File: src/rtl/mem_access_ctrl_pkg.sv
// Shared definitions for the M-stage memory access controller: FSM encoding,
// access-size codes and the store-lane replication helper.
package mem_access_ctrl_pkg;

  typedef enum logic [1:0] {
    S_IDLE = 2'd0,
    S_REQ  = 2'd1,
    S_WAIT = 2'd2,
    S_DONE = 2'd3
  } state_t;

  localparam logic [1:0] SIZE_BYTE = 2'b00;
  localparam logic [1:0] SIZE_HALF = 2'b01;
  localparam logic [1:0] SIZE_WORD = 2'b10;

  // Size 2'b11 is illegal and falls through to the word case.
  function automatic logic [31:0] store_lanes(input logic [31:0] wdata,
                                              input logic [1:0]  size);
    logic [31:0] lanes;
    case (size)
      SIZE_BYTE: lanes = {4{wdata[7:0]}};
      SIZE_HALF: lanes = {2{wdata[15:0]}};
      default:   lanes = wdata;
    endcase
    return lanes;
  endfunction

endpackage

File: src/rtl/mem_access_ctrl_load_align.sv
// Combinational load alignment: picks the addressed byte/half lane from the raw
// bus word and sign- or zero-extends it to 32 bits.
module mem_load_align
  import mem_access_ctrl_pkg::*;
(
  input  logic [31:0] rdata,
  input  logic [1:0]  addr,
  input  logic [1:0]  size,
  input  logic        sign,
  output logic [31:0] result
);

  logic [7:0]  w_byte;
  logic [15:0] w_half;

  always_comb begin
    w_byte = rdata[7:0];
    case (addr)
      2'd0:    w_byte = rdata[7:0];
      2'd1:    w_byte = rdata[15:8];
      2'd2:    w_byte = rdata[23:16];
      default: w_byte = rdata[31:24];
    endcase
    w_half = addr[1] ? rdata[31:16] : rdata[15:0];

    case (size)
      SIZE_BYTE: result = {{24{sign & w_byte[7]}}, w_byte};
      SIZE_HALF: result = {{16{sign & w_half[15]}}, w_half};
      default:   result = rdata;
    endcase
  end

endmodule

File: src/rtl/mem_access_ctrl.sv
// M-stage memory access controller: turns a load/store into one SRAM-like
// request/response handshake and stalls the pipeline until it completes.
//
// state  | meaning
// IDLE   | no access in flight; captures a new unflushed load/store
// REQ    | data_req high, waiting for data_addr_ok
// WAIT   | request accepted, waiting for data_data_ok
// DONE   | one-cycle release of the stall after a non-cancelled access
module mem_access_ctrl
  import mem_access_ctrl_pkg::*;
(
  input  logic        clock,
  input  logic        reset,
  input  logic        mem_read_m,
  input  logic        mem_write_m,
  input  logic [1:0]  mem_size_m,
  input  logic        mem_sign_m,
  input  logic [31:0] addr_m,
  input  logic [31:0] wdata_m,
  input  logic        flush_m,
  output logic        data_req,
  output logic        data_wr,
  output logic [1:0]  data_size,
  output logic [31:0] data_addr,
  output logic [31:0] data_wdata,
  input  logic        data_addr_ok,
  input  logic        data_data_ok,
  input  logic [31:0] data_rdata,
  output logic        stall_m,
  output logic [31:0] read_data_m
);

  state_t      r_state;
  logic        r_req;
  logic        r_wr;
  logic        r_sign;
  logic        r_cancel;
  logic [1:0]  r_size;
  logic [31:0] r_addr;
  logic [31:0] r_wdata;
  logic [31:0] r_rdata_m;

  logic        w_start;
  logic [31:0] w_load_data;

  assign w_start = (mem_read_m | mem_write_m) & ~flush_m;

  mem_load_align u_load_align (
    .rdata  (data_rdata),
    .addr   (r_addr[1:0]),
    .size   (r_size),
    .sign   (r_sign),
    .result (w_load_data)
  );

  always_ff @(posedge clock) begin
    if (reset) begin
      r_state   <= S_IDLE;
      r_req     <= 1'b0;
      r_wr      <= 1'b0;
      r_sign    <= 1'b0;
      r_cancel  <= 1'b0;
      r_size    <= 2'b00;
      r_addr    <= 32'd0;
      r_wdata   <= 32'd0;
      r_rdata_m <= 32'd0;
    end else begin
      case (r_state)
        S_IDLE: begin
          r_cancel <= 1'b0;
          if (w_start) begin
            r_state <= S_REQ;
            r_req   <= 1'b1;
            r_wr    <= mem_write_m;
            r_size  <= mem_size_m;
            r_sign  <= mem_sign_m;
            r_addr  <= addr_m;
            r_wdata <= store_lanes(wdata_m, mem_size_m);
          end
        end
        S_REQ: begin
          // A flush here cannot withdraw the request; it only marks it for draining.
          if (flush_m) r_cancel <= 1'b1;
          if (data_addr_ok) begin
            r_req   <= 1'b0;
            r_state <= S_WAIT;
          end
        end
        S_WAIT: begin
          if (flush_m) r_cancel <= 1'b1;
          if (data_data_ok) begin
            if (r_cancel || flush_m) begin
              r_cancel <= 1'b0;
              r_state  <= S_IDLE;
            end else begin
              if (!r_wr) r_rdata_m <= w_load_data;
              r_state <= S_DONE;
            end
          end
        end
        S_DONE:  r_state <= S_IDLE;
        default: r_state <= S_IDLE;
      endcase
    end
  end

  // The IDLE term must be combinational so the requesting instruction is held
  // in M on the very cycle it is captured.
  assign stall_m = (r_state == S_REQ) || (r_state == S_WAIT) ||
                   ((r_state == S_IDLE) && w_start);

  assign data_req    = r_req;
  assign data_wr     = r_wr;
  assign data_size   = r_size;
  assign data_addr   = r_addr;
  assign data_wdata  = r_wdata;
  assign read_data_m = r_rdata_m;

endmodule

File: config.mk
export PLATFORM = sky130hd
export DESIGN_NAME = mem_access_ctrl
export DESIGN_NICKNAME = d
export VERILOG_FILES = /design/src/rtl/mem_access_ctrl_pkg.sv /design/src/rtl/mem_access_ctrl_load_align.sv /design/src/rtl/mem_access_ctrl.sv
export SDC_FILE = /design/constraint.sdc
export NUM_CORES = 1
export LEC_CHECK = 0
export BUFFER_PORTS_ARGS = -buffer_cell sky130_fd_sc_hd__buf_2
export CORE_ASPECT_RATIO = 0.5
export CORE_MARGIN = 4
export CORE_UTILIZATION = 45
export CTS_BUF_LIST = sky130_fd_sc_hd__clkbuf_16
export DETAILED_ROUTE_END_ITERATION = 7
export GPL_ROUTABILITY_DRIVEN = 0
export PLACE_DENSITY_LB_ADDON = 0.12
export SLEW_MARGIN = 20
export SYNTH_ARGS = -nofsm -noshare
export SYNTH_HDL_FRONTEND = slang
export SYNTH_SLANG_ARGS = --single-unit
File: constraint.sdc
create_clock -name clock -period 2.38 [get_ports clock]
set_input_delay 0.714 -clock clock [delete_from_list [all_inputs] [get_ports clock]]
set_output_delay 0.714 -clock clock [all_outputs]
set_load 0.02 [all_outputs]
# Yosys cells after proc, flatten, opt, wreduce, memory -nomap -nowiden
# Cells that the tools add are included.
dict set report totals {
  output_inout_bits 101
  wordCells 56
  ff_bits 104
  input_bits 106
}
dict set report classes {
  n_mux 16
  n_eq_ne 10
  reduce_logical 14
  n_bitwise 7
}
# cell count
set ops {}
lappend ops {{32-bit case mux with 2 select lines} 2}
lappend ops {{8-bit case mux with 3 select lines} 1}
lappend ops {{16-bit 2-to-1 mux} 1}
lappend ops {{2-bit by 1-bit == test with 1-bit output, second input constant} 4}
lappend ops {{2-bit zero test} 4}
lappend ops {{2-bit 2-to-1 mux} 4}
lappend ops {{2-bit case mux with 4 select lines} 1}
lappend ops {{2-bit == test, second input constant} 3}
lappend ops {{2-bit != test, second input constant} 3}
lappend ops {{3-bit AND reduction} 2}
lappend ops {{1-bit 2-to-1 mux} 5}
lappend ops {{4-bit AND reduction} 1}
lappend ops {{1-bit bitwise AND} 3}
lappend ops {{1-bit logical OR} 3}
lappend ops {{1-bit inverter} 3}
lappend ops {{1-bit case mux with 3 select lines} 1}
lappend ops {{3-bit nonzero test} 1}
lappend ops {{1-bit case mux with 2 select lines} 1}
lappend ops {{2-bit AND reduction} 1}
lappend ops {{2-bit nonzero test} 1}
lappend ops {{1-bit logical AND} 1}
lappend ops {{1-bit OR} 1}

# Longest topological paths before layout
dict set report logic_depth {
  word_depth 4
  depth_mapped 8
  depth_no_buf 6
}

# By module
# From an unflattened synthesis, not the netlist that was laid out.
dict set report unflattened {
  hier_cells 638
  hier_area_um2 5351.4
}
# mod cells_each instances seq_area_each_um2 area_per_inst_um2
set by_module_without_submodules {}
lappend by_module_without_submodules {mem_access_ctrl 523 1 2082.0 4475.5}
lappend by_module_without_submodules {mem_load_align 115 1 0.0 875.8}

# Least setup slack after synthesis
# Ideal clock, no wire load.
dict set report synth_timing {
  kind {input port to output port}
  from {in flush_m}
  to {out stall_m}
  setup_slack_ps 159
  path_buffers 1
  arrival_ps 1507
  stages 4
  cell_sequence {o21bai_1 or2_2 clkbuf_1 nand2b_1}
}
dict set report synth_between {
  elab_chain_len 4
}
# item line
set synth_lines {}
lappend synth_lines {{from (decl)} mem_access_ctrl.sv:20} ;# input logic flush_m,
lappend synth_lines {{1-bit inverter} mem_access_ctrl.sv:46} ;# assign w_start = (mem_read_m | mem_write_m) & ~flush_m;
lappend synth_lines {{1-bit bitwise AND} mem_access_ctrl.sv:46}
lappend synth_lines {{1-bit logical AND} mem_access_ctrl.sv:110} ;# ((r_state == S_IDLE) && w_start);
lappend synth_lines {{1-bit logical OR} mem_access_ctrl.sv:109} ;# assign stall_m = (r_state == S_REQ) || (r_state == S_WAIT) ||
lappend synth_lines {{to (decl)} mem_access_ctrl.sv:29} ;# output logic stall_m,
# Every way passes these cells.

# Worst setup path in the final report
dict set report layout_timing {
  from {reg r_state[0]}
  to {out stall_m}
}
dict set report layout_between {
  elab_chain_len 3
}
# item line
set layout_lines {}
lappend layout_lines {{from (decl)} mem_access_ctrl.sv:33} ;# state_t r_state;
lappend layout_lines {{from (signal assigned)} mem_access_ctrl.sv:58} ;# r_state <= S_IDLE;
lappend layout_lines {{from (signal assigned)} mem_access_ctrl.sv:72} ;# r_state <= S_REQ;
lappend layout_lines {{from (signal assigned)} mem_access_ctrl.sv:86} ;# r_state <= S_WAIT;
lappend layout_lines {{2-bit by 1-bit == test with 1-bit output (tied with other cells)} mem_access_ctrl.sv:109}
lappend layout_lines {{1-bit logical OR / 1-bit logical AND (equally long branches)} {mem_access_ctrl.sv:109, mem_access_ctrl.sv:110}}
lappend layout_lines {{1-bit logical OR *} mem_access_ctrl.sv:109}
# Every way passes the cells marked *; elsewhere a longest branch is shown, timed or not.

==> flow_summary.ini <==
[clocking]
ctsHoldBuffers = 0
clk_pin_slew_ns = 0.07
clockBufferDepth = 2
cts_tree = yes
cts_resized = 0
h-tree-depth = 3
cts.sinks = 104
cts_setup_buffers = 0
cts_root_buf = clkbuf_16
insertion_delay_ns = 0.35
numCtsBuffers = 9

[timing]
grt_setup_unrepaired = false
fin_tns_setup_ns = 0
skew_ns = 0.00793
drv_slew = 0
finalHoldViolCount = 0
setup_violations = 0
slew_headroom_pct = 62.8
fmax_mhz = 436
timing.final.crit_share_pct = 96.4
fin_crit_ns = 2.29
tightest_slew_ns = 0.559

[setup_path]
slowest_stage = dfxtp_2
end_kind = output pin
path_cells = inv_2 > ha_2 > inv_1 > or2_2 > nand2b_1 > buf_2
cp_max_fo = 5
criticalPathCategory = reg2out
worstSetupStartpointType = flop
critPathRequiredTime_ns = 1.67
worstPathArrival_ns = 1.58
crit_start = r_state[0]$_SDFFE_PP0P_
r2r_start = r_state[0]$_SDFFE_PP0P_
max_stage_delay_ns = 0.35

[synthesis]
synth_cells = 582
synth_common_cells = nand2_1 (135), dfxtp_1 (104), a21oi_1 (87)
synth_top_flop_cell = dfxtp_1
async_flop_share_pct = 0
synth_area_leader_cell = dfxtp_1
synth-edff-count = 0
synth.avg_cell_area_um2 = 8.09
synthTopCellsByArea = dfxtp_1 (44%), nand2_1 (11%), a21oi_1 (9.2%)
seq_area_frac_synth_pct = 44.2
netlist.area_leader.share_pct = 44.2
ys_ff_latch = 104
syn_area_mm2 = 0.00471
synth_nets = 693
ys_warn_count = 0
synth.distinct_cells = 40
yosysMostFrequentCell = nand2_1

[routing]
vias_per_cell = 5.21
drt-pass1-iter-count = 4
vias = 4733
drcViolationCount = 0
ant_nets = 0
routedWlPerCell_um = 15.3
drt_iter0_drc = 252
routed_wirelength_mm = 13.9

[finish]
fin_util_pct = 60.8
fillers = 984
register_area_mm2 = 0.00209
nets = 875
multi_input_area_mm2 = 0.00237
area_delta_synth_final_pct = 31.9
n_antenna_cell = 0
drive_gt1_share_pct = 33.9

[floorplanning]
start_util_pct = 46.1
rows = 26
die-area_mm2 = 0.0123
die_h_um = 80.3
core_area_mm2 = 0.0102
dieWidth_um = 153
ios = 207

[global_route]
grt_usage_pct = 22.4
antenna_found_initial = 0
grt_overflow = 0
grt_pass1_vias = 4390
grt_max_degree = 61
grt_pass1_wl_mm = 22.4

[worst_hold_path]
worstHoldStart = data_addr[30]$_SDFFE_PP0P_
hp-class = reg2reg

[run]
maxCapViolCount = 0

[power]
p_leak_nw = 2.80
p_per_area_mw_per_mm2 = 899
ir_worst_vdd_mv = 0.378

[placed_design]
portBuffers = 206
dp_hpwl_mm = 9.93

[status]
status = complete, no violations
-- stage by stage --
step	cells	hold WS (ns)	power, W	worst slack, ns	area [µm²]
4_1_cts	909	0.455	0.00563	0.0110	6200
3_3_place_gp	893	0.439	0.00395	0.0811	5870
6_report	909	0.451	0.00558	0.0863	6210
3_5_place_dp	893	0.444	0.00397	0.0452	5870
5_1_grt	909	0.469	0.00593	0.00190	6210
2_1_floorplan	582	0.453	0.00336	0.159	4710
-- final timing paths --
| path | endpoint | slack [ns] | depth (start not counted) |
|---|---|---|---|
| setup / recovery | stall_m | 0.09 | 6 |
| hold / removal | data_addr[30]$_SDFFE_PP0P_ | 0.45 | 2 |
| setup reg to reg | read_data_m[12]$_SDFFE_PP0P_ | 0.30 | 6 |
| hold reg to reg | data_addr[30]$_SDFFE_PP0P_ | 0.45 | 2 |
-- state kept, by name (all words and copies together), names as in the netlist --
name,flops
data_wr,1
data_req,1
read_data_m,32
data_addr,32
r_cancel,1
r_state,2
data_wdata,32
data_size,2
r_sign,1
-- placed cells by master (no fill, tap or decap), types with 2 or more instances in the layout --
cell	count
a211oi_1	9
a21oi_1	87
a311oi_1	33
a32o_1	6
buf_12	3
buf_2	205
buf_4	14
bufinv_16	2
clkbuf_16	9
dfxtp_1	101
dfxtp_2	3
ha_1	4
inv_1	12
inv_2	2
inv_6	2
mux2_2	9
mux2i_1	22
nand2_1	135
nand2b_1	15
nand3_1	2
nand3b_1	2
nor2_1	37
nor2b_1	3
nor3b_1	2
o21ai_0	18
o21bai_1	3
o22ai_1	7
or3b_4	2
-- final cells by class --
type | instances | share of cell area, %
clock buffer | 9 | 3.63
clock inverter | 7 | 1.81
inverter | 14 | 0.846
multi-input combinational | 413 | 38.1
sequential | 104 | 33.6
tap | 140 | 2.82
timing repair buffer | 222 | 19.2
-- critical path: cells and delay by family, from the launching register on --
family / cells / cell delay [ns]
and+or+nand+nor: 2 / 0.39
buffers and inverters: 3 / 0.31
adders and majority gates: 1 / 0.19
DFF: 1 / 0.35
-- per-layer routing --
layer / part of all wire, % / wire, µm / GRT usage, %
met5: 0 / 0 / 0
met4: 1.0 / 145 / 4.62
met3: 9.1 / 1270 / 8.77
met2: 46 / 6410 / 36.9
met1: 44 / 6110 / 28.2
-- cells by family (layout without fill, tap and decap cells) --
| logic type | after synthesis | after routing | share of synthesized area [%] |
|---|---|---|---|
| DFF | 104 | 104 | 44.2 |
| adders and majority gates | 5 | 5 | 1.33 |
| muxes | 31 | 31 | 6.83 |
| buffers and inverters | 65 | 252 | 5.74 |
| and+or+nand+nor | 207 | 207 | 19.0 |
| AOI/OAI and AO/OA | 170 | 170 | 22.9 |
-- power by group --
group | switching [W] | total [W] | internal, W
sequential | 0.000162 | 0.00216 | 0.00199
clock | 0.000707 | 0.00165 | 0.000946
combinational | 0.00112 | 0.00177 | 0.000652
total | 0.00199 | 0.00558 | 0.00359
Power figures use the tool's default switching activity.
